<file path="src/rtl/maxterm_pkg.sv">
// Shared definitions for the maxterm scanner: state encoding and default sweep geometry.
package maxterm_pkg;

    localparam int N_IN_DEF   = 4;
    localparam int SETTLE_DEF = 1;
    localparam int TT_W       = 2 ** N_IN_DEF;

    typedef enum logic [1:0] {
        ST_IDLE  = 2'd0,
        ST_DRIVE = 2'd1,
        ST_EMIT  = 2'd2,
        ST_DONE  = 2'd3
    } state_t;

endpackage

</file>
<file path="src/rtl/maxterm_tarayici_settle_timer.sv">
// Settle timer: reloads on every new code and flags the edge on which the
// function output has been stable for SETTLE cycles.
module settle_timer #(
    parameter int SETTLE = 1
) (
    input  logic clk,
    input  logic rst_n,
    input  logic load,
    input  logic en,
    output logic sample_en
);

    localparam int CW = (SETTLE > 1) ? $clog2(SETTLE) : 1;
    localparam logic [CW-1:0] RELOAD = CW'(SETTLE - 1);

    logic [CW-1:0] cnt;

    always_ff @(posedge clk or negedge rst_n) begin
        if (!rst_n) begin
            cnt <= '0;
        end else if (load) begin
            cnt <= RELOAD;
        end else if (en && (cnt != '0)) begin
            cnt <= cnt - 1'b1;
        end
    end

    // Terminal count reached while the scanner is driving a code.
    assign sample_en = en && (cnt == '0);

endmodule

</file>
<file path="src/rtl/maxterm_tarayici.sv">
// Maxterm scanner: sweeps every input code of a combinational function, records its
// truth table and streams each code where the function is 0 over valid/ready.
//
//   state | meaning
//   IDLE  | waiting for start; results of the last sweep held
//   DRIVE | code on abcd_o, waiting for settle, then sampling x_i
//   EMIT  | maxterm index offered on mt_idx until accepted
//   DONE  | one-cycle completion pulse, then back to IDLE
module maxterm_tarayici
    import maxterm_pkg::*;
#(
    parameter int N_IN   = N_IN_DEF,
    parameter int SETTLE = SETTLE_DEF
) (
    input  logic                 clk,
    input  logic                 rst_n,
    input  logic                 start,
    output logic [N_IN-1:0]      abcd_o,
    input  logic                 x_i,
    output logic                 mt_valid,
    input  logic                 mt_ready,
    output logic [N_IN-1:0]      mt_idx,
    output logic                 busy,
    output logic                 done,
    output logic [2**N_IN-1:0]   tt_mask,
    output logic [N_IN:0]        mt_count
);

    localparam logic [N_IN-1:0] LAST_CODE = '1;

    state_t state;
    state_t state_nx;
    logic   sample_en;
    logic   timer_load;
    logic   last_code;

    assign last_code = (abcd_o == LAST_CODE);

    settle_timer #(
        .SETTLE (SETTLE)
    ) u_settle (
        .clk       (clk),
        .rst_n     (rst_n),
        .load      (timer_load),
        .en        (state == ST_DRIVE),
        .sample_en (sample_en)
    );

    always_ff @(posedge clk or negedge rst_n) begin
        if (!rst_n) begin
            state <= ST_IDLE;
        end else begin
            state <= state_nx;
        end
    end

    always_comb begin
        state_nx   = state;
        timer_load = 1'b0;
        unique case (state)
            ST_IDLE: begin
                if (start) begin
                    state_nx   = ST_DRIVE;
                    timer_load = 1'b1;
                end
            end
            ST_DRIVE: begin
                if (sample_en) begin
                    if (!x_i) begin
                        state_nx = ST_EMIT;
                    end else if (last_code) begin
                        state_nx = ST_DONE;
                    end else begin
                        timer_load = 1'b1;
                    end
                end
            end
            ST_EMIT: begin
                if (mt_ready) begin
                    if (last_code) begin
                        state_nx = ST_DONE;
                    end else begin
                        state_nx   = ST_DRIVE;
                        timer_load = 1'b1;
                    end
                end
            end
            ST_DONE: begin
                state_nx = ST_IDLE;
            end
            default: begin
                state_nx = ST_IDLE;
            end
        endcase
    end

    always_comb begin
        busy = 1'b0;
        done = 1'b0;
        unique case (state)
            ST_DRIVE, ST_EMIT: busy = 1'b1;
            ST_DONE:           done = 1'b1;
            default: begin
                busy = 1'b0;
                done = 1'b0;
            end
        endcase
    end

    // Code counter, truth-table capture and maxterm handshake registers.
    always_ff @(posedge clk or negedge rst_n) begin
        if (!rst_n) begin
            abcd_o   <= '0;
            mt_valid <= 1'b0;
            mt_idx   <= '0;
            tt_mask  <= '0;
            mt_count <= '0;
        end else begin
            unique case (state)
                ST_IDLE: begin
                    if (start) begin
                        abcd_o   <= '0;
                        tt_mask  <= '0;
                        mt_count <= '0;
                    end
                end
                ST_DRIVE: begin
                    if (sample_en) begin
                        tt_mask[abcd_o] <= x_i;
                        if (!x_i) begin
                            mt_idx   <= abcd_o;
                            mt_valid <= 1'b1;
                            mt_count <= mt_count + 1'b1;
                        end else if (!last_code) begin
                            abcd_o <= abcd_o + 1'b1;
                        end
                    end
                end
                ST_EMIT: begin
                    if (mt_ready) begin
                        mt_valid <= 1'b0;
                        if (!last_code) begin
                            abcd_o <= abcd_o + 1'b1;
                        end
                    end
                end
                ST_DONE: begin
                    abcd_o <= '0;
                end
                default: begin
                    abcd_o <= '0;
                end
            endcase
        end
    end

endmodule
</file>
<file path="config.mk">
export PLATFORM = sky130hd
export DESIGN_NAME = maxterm_tarayici
export DESIGN_NICKNAME = d
export VERILOG_FILES = /design/src/rtl/maxterm_pkg.sv /design/src/rtl/maxterm_tarayici_settle_timer.sv /design/src/rtl/maxterm_tarayici.sv
export SDC_FILE = /design/constraint.sdc
export NUM_CORES = 1
export LEC_CHECK = 0
export CAP_MARGIN = 20
export CELL_PAD_IN_SITES_DETAIL_PLACEMENT = 1
export CELL_PAD_IN_SITES_GLOBAL_PLACEMENT = 2
export CORE_MARGIN = 2
export CORE_UTILIZATION = 36
export CTS_BUF_LIST = sky130_fd_sc_hd__clkbuf_8
export DETAILED_ROUTE_END_ITERATION = 10
export PLACE_DENSITY = 0.86
export SLEW_MARGIN = 30
export SYNTH_ARGS = -nofsm -noshare
export SYNTH_HDL_FRONTEND = slang
export SYNTH_SLANG_ARGS = --single-unit
</file>
<file path="constraint.sdc">
create_clock -name clk -period 5.69 [get_ports clk]
set_input_delay 0.569 -clock clk [delete_from_list [all_inputs] [get_ports clk]]
set_output_delay 0.569 -clock clk [all_outputs]
set_load 0.01 [all_outputs]
</file>
==> results.cfg, run 1 <==
[run_status]
status = completed

[yosys]
synth_commonest_cells = dfrtp_1, nand2_1, ha_1, nand3_1, nor2_1
yosysTopAreaCellShare = 0.445
async_flop_share = 1.00
syn_inst = 180
netlist_area_um2 = 1860
synth-edff-count = 0
netlist-cell-type-count = 48
syn-num-nets = 195
synth_area_leader_cell = dfrtp_1
synth.yosys.warnings = 0
ys.flop_type = dfrtp_1
yosysMostFrequentCell = dfrtp_1
syn_avg_cell_area_um2 = 10.3
ys_ff_latch = 33
yosysSeqAreaShare = 0.445
synthTopCellsByArea = dfrtp_1, ha_1, nand2_1

[clock_tree]
cts_hold_buf = 0
post_cts_buffers = 0
cts_tree = yes
htree_levels = 2
cts_buffer_depth = 2
cts_resized = 0
clk_pin_slew_ns = 0.07
clock_latency_ns = 0.28
cts-root-buf = clkbuf_8
cts_sinks = 33
numCtsBuffers = 5

[placement]
hpwl_um = 3420
gp_congestion = 0.836
dp_cells = 278
port_buffers = 36
pre_cts_ws_ns = 3.21

[grt]
grt_max_degree = 34
grt_pass1_wl_um = 8070
antenna_found_initial = 0
grt_usage = 0.188
gr-total-overflow = 0
grt_pass1_vias = 1592

[die]
dieWidth_um = 75.8
core-area_um2 = 5040
rows = 26
die-area_um2 = 5750
initial_core_util = 0.368
die-height_um = 75.8
num_io_pins = 37

[min_path]
hold_path_class = reg -> reg

[timing]
tightest_slew_ns = 0.753
setup_viol = 0
max_slew_margin = 0.498
rsz0062_at_grt = false
final.setup_skew_ns = 0.00408
slew_violations = 0
hold_violations = 0
setup_tns_ns = 0
fmax_mhz = 396
fin_ws_ns = 3.16
min_period_ns = 2.53
min_period_over_period = 0.444

[worst_setup_path]
setup.worst_path.start = state[0]
cp.required_ns = 5.12
ff2ff_path_depth = 5
start_kind = register
worstSetupPathType = reg -> out
end_kind = output port
regToRegSetupSlack_ns = 3.17
endpoint = busy
cp_max_fo = 9
cp.arrival_ns = 1.96
worstReg2RegStart = state[1]
r2r-end = mt_idx[0]

[drt]
wl_per_cell_um = 17.0
detail-route-antenna-nets = 0
vias = 1502
routed_wirelength_um = 4850
dr.pass1.iters = 4
drtIter0Drc = 110
viasPerCell = 5.27
drc = 0

[power_and_ir_drop]
power.density_nw_per_um2 = 466
vdd_drop_max_mv = 0.155
power.leakage_nw = 1.05

[final_layout]
drive_above_1_share = 0.0930
area_growth_pct = 27.0
stdcell_count = 285
n_antenna_cell = 0
nNetsFinal = 230
nFillCells = 566

[flow_run]
cap_violations = 0
-- cells in the final DEF, fill, tap and decap left out, types with 2 or more instances in the layout --
cell type / netlist / final
ha_1: 10 / 10
mux2_2: 2 / 2
o21ai_1: 2 / 2
a21oi_1: 6 / 6
nor2b_1: 3 / 3
clkdlybuf4s50_1: 0 / 36
mux2_1: 3 / 3
nor3_1: 3 / 3
inv_1: 6 / 7
o211ai_1: 3 / 3
mux2i_1: 7 / 7
o21ai_0: 3 / 3
a22o_1: 7 / 7
a21o_1: 7 / 7
nand2_1: 24 / 24
clkbuf_8: 0 / 6
nand3_1: 8 / 8
dfrtp_1: 33 / 33
nand2b_1: 2 / 2
nand4_1: 6 / 6
nor2_1: 8 / 8
xnor2_1: 2 / 2
-- logic make-up after synthesis --
kind of cell    synth area share
simple gates               0.221
compound gates             0.151
flops                      0.445
buf+inv                   0.0337
mux                       0.0681
fa+ha+maj                 0.0674
xor+xnor                  0.0142
-- stage by stage --
stage               instance area [µm²]  utilization  hold slack [ns]  power [W]
CTS                                2360        0.468            0.507    0.00111
global placement                   2270        0.451            0.464   0.000898
global route                       2360        0.468            0.529    0.00118
detailed placement                 2270        0.451            0.487   0.000924
finish                             2360        0.468            0.494    0.00110
floorplan                          1860            -            0.273   0.000715
-- power by group --
group / internal [W] / switching (W)
Combinational: 0.000256 / 0.000309
Clock: 0.0000942 / 0.0000830
Sequential: 0.000285 / 0.0000720
-- worst min-delay path by stage --
| stage | slack, ns | depth (start not counted) | start | end |
|---|---|---|---|---|
| 2_1_floorplan | 0.27 | 0 | rst_n | abcd_o[0] |
| 3_3_place_gp | 0.46 | 2 | mt_valid | mt_valid |
| 3_5_place_dp | 0.49 | 1 | mt_idx[2] | mt_idx[2] |
| 4_1_cts | 0.51 | 2 | mt_valid | mt_valid |
| 5_1_grt | 0.53 | 1 | tt_mask[1] | tt_mask[1] |
| 6_report | 0.49 | 2 | mt_valid | mt_valid |
-- area by class of cell --
type                    instances  area (µm²)  share of cell area
well taps                      70        87.6              0.0371
multi-input cells             132         968               0.411
flip-flops and latches         33         826               0.350
inverters                       6        22.5             0.00955
clock buffers                   6        82.6              0.0350
repair buffers                 37         368               0.156
clock inverters                 1        3.75             0.00159
-- per-layer routing --
metal | GRT usage | vias to the layer above | share of wire
met5 | 0 | - | 0
met4 | 0.0487 | 0 | 0.0056
met1 | 0.258 | 759 | 0.48
met2 | 0.298 | 23 | 0.49
li1 | - | 718 | -
met3 | 0.0437 | 2 | 0.024
-- critical path, stage by stage (launching register included) --
cell and delay, ns:
dfrtp_1 0.45, inv_1 0.12, ha_1 0.50, clkdlybuf4s50_1 0.60
-- flip-flops by register name, summed over array words and instances (netlist names) --
register,count
abcd_o,4
mt_count,5
mt_idx,4
mt_valid,1
state,2
tt_mask,16
u_settle.cnt,1
No activity file was read; power rests on OpenSTA's default activity.
==> run 2, diff against run 1 <==
--- a/config.mk
+++ b/config.mk
@@ -9,10 +9,10 @@
 export CELL_PAD_IN_SITES_DETAIL_PLACEMENT = 1
 export CELL_PAD_IN_SITES_GLOBAL_PLACEMENT = 2
 export CORE_MARGIN = 2
-export CORE_UTILIZATION = 36
+export CORE_UTILIZATION = 33
 export CTS_BUF_LIST = sky130_fd_sc_hd__clkbuf_8
 export DETAILED_ROUTE_END_ITERATION = 10
-export PLACE_DENSITY = 0.86
+export PLACE_DENSITY = 0.8
 export SLEW_MARGIN = 30
 export SYNTH_ARGS = -nofsm -noshare
 export SYNTH_HDL_FRONTEND = slang
==> constraint.sdc (replaced) <==
create_clock -name clk -period 2.4 [get_ports clk]
set_input_delay 0.24 -clock clk [delete_from_list [all_inputs] [get_ports clk]]
set_output_delay 0.24 -clock clk [all_outputs]
set_load 0.01 [all_outputs]
==> run 2 against run 1 <==
Hold slack got worse by 0.13 ns. Highest routed layer unchanged. Utilization decreased by 3.0 points. Design area increased by 1.5%. Final cell count increased by 2.8%. Wire length increased by 3.7%. Power increased by 140%. Critical path depth unchanged. Sequential share of layout area decreased by 0.53 points. Setup slack got worse by 3.0 ns. Critical endpoint unchanged. Clock power increased by 130%. Die area increased by 8.6%.
==> results.cfg, run 2 (synthesis gave the netlist of run 1 again) <==
[grt]
grt_max_degree = 34
grt_pass1_wl_um = 8460
grt_pass1_vias = 1712
gr-total-overflow = 0
grt_usage = 0.179
antenna_found_initial = 0

[final_layout]
postLayoutCellArea_um2 = 2390
top_register = tt_mask
drive_above_1_share = 0.118
n_antenna_cell = 0
mostFrequentLayoutCells = clkdlybuf4s50_1, dfrtp_1, nand2_1
final_common_cell = clkdlybuf4s50_1
reg_top3 = tt_mask (16), mt_count (5)
largest_reg_flops = 16
post-route-util = 0.438
area_growth_pct = 29.0
nNetsFinal = 235

[worst_setup_path]
cp.required_ns = 2.16
setup.worst_path.start = state[0]
endpoint = busy
cpLargestDelayFamily = buffers and inverters
worstSetupPathType = reg -> out
worstReg2RegStart = state[1]
worstPathCellList = inv_1 > ha_1 > clkdlybuf4s50_1
start_kind = register
regToRegSetupSlack_ns = 0.23
r2r-end = mt_idx[3]
end_kind = output port
cp_max_fo = 9
crit_cells = 3
slowest_stage = clkdlybuf4s50_1
max_stage_delay_ns = 0.60
ff2ff_path_depth = 6
critPathBufInv = 2
cp.arrival_ns = 1.96

[power_and_ir_drop]
power.leakage_nw = 1.08
vdd_drop_max_mv = 0.292
power.density_nw_per_um2 = 1100

[die]
rows = 27
die-area_um2 = 6240
initial_core_util = 0.339
die-height_um = 79.0
core-area_um2 = 5470
dieWidth_um = 79.0
num_io_pins = 37

[placement]
dpl_cell_area_um2 = 2310
port_buffers = 36
gp_congestion = 0.733
hpwl_um = 3660

[timing]
setup_viol = 0
hold_violations = 0
final.setup_skew_ns = 0.00634
min_period_ns = 2.20
max_slew_margin = 0.612
hold_ws_ns = 0.367
min_period_over_period = 0.918
setup_tns_ns = 0
slew_violations = 0
tightest_slew_ns = 0.576
fmax_mhz = 454
rsz0062_at_grt = false

[clock_tree]
cts_resized = 0
cts_sinks = 33
clk_pin_slew_ns = 0.07
cts-root-buf = clkbuf_8
cts_hold_buf = 0
numCtsBuffers = 5
post_cts_buffers = 0
htree_levels = 2
cts_buffer_depth = 2
cts_tree = yes
clock_latency_ns = 0.28

[drt]
drc = 0
wl_per_cell_um = 17.1
dr.pass1.iters = 4
viasPerCell = 5.27
vias = 1544
detail-route-antenna-nets = 0
drtIter0Drc = 58
routed_wirelength_um = 5020

[flow_run]
cap_violations = 0

[run_status]
status = completed

[min_path]
hold_path_class = in -> async
[run 2: cell count changes in the layout (fill, tap and decap cells not counted)]
cell,before,now
buf_4,1,6
clkbuf_8,6,5
clkinv_2,0,2
[run 2: how the worst min path moves through the flow]
stage,cells past startpoint,slack (ns),endpoint,startpoint
floorplan,0,-0.06,abcd_o[0],rst_n
global placement,2,0.46,mt_valid,mt_valid
global route,2,0.42,mt_count[3],rst_n
CTS,2,0.37,mt_count[3],rst_n
finish,2,0.37,mt_count[3],rst_n
detailed placement,1,0.48,mt_idx[3],mt_idx[3]
[run 2: area by class of cell]
cell class | instances | area (µm²)
well taps | 72 | 90.1
inverters | 6 | 22.5
flip-flops and latches | 33 | 826
repair buffers | 42 | 405
clock buffers | 5 | 68.8
multi-input cells | 132 | 968
fillers | 638 | 3080
clock inverters | 3 | 13.8
[run 2: worst reg2reg max path, cell delays in order, from the launching register on]
cell,delay (ns)
dfrtp_1,0.42
inv_1,0.16
ha_1,0.44
nor2b_4,0.26
nor2b_1,0.27
buf_4,0.19
mux2_1,0.31
[run 2: per-layer routing]
| metal | wire [µm] | global-route usage | up-vias |
|---|---|---|---|
| li1 | - | - | 727 |
| met1 | 2270 | 0.223 | 782 |
| met2 | 2490 | 0.290 | 27 |
| met3 | 156 | 0.0432 | 8 |
| met4 | 108 | 0.0845 | 0 |
| met5 | 0 | 0 | - |
[run 2: per-stage QoR]
stage               total power [W]  setup WS, ns  instances
finish                      0.00262         0.198        293
global route                0.00285        0.0339        293
CTS                         0.00266         0.186        293
detailed placement          0.00223         0.257        285
global placement            0.00217         0.372        285
floorplan                   0.00170         0.603        180
[run 2: power by group]
part | internal (W) | total, W | leakage [nW] | switching [W]
clock | 0.000197 | 0.000405 | 0.0491 | 0.000209
combinational | 0.000639 | 0.00142 | 0.583 | 0.000785
sequential | 0.000676 | 0.000794 | 0.445 | 0.000119
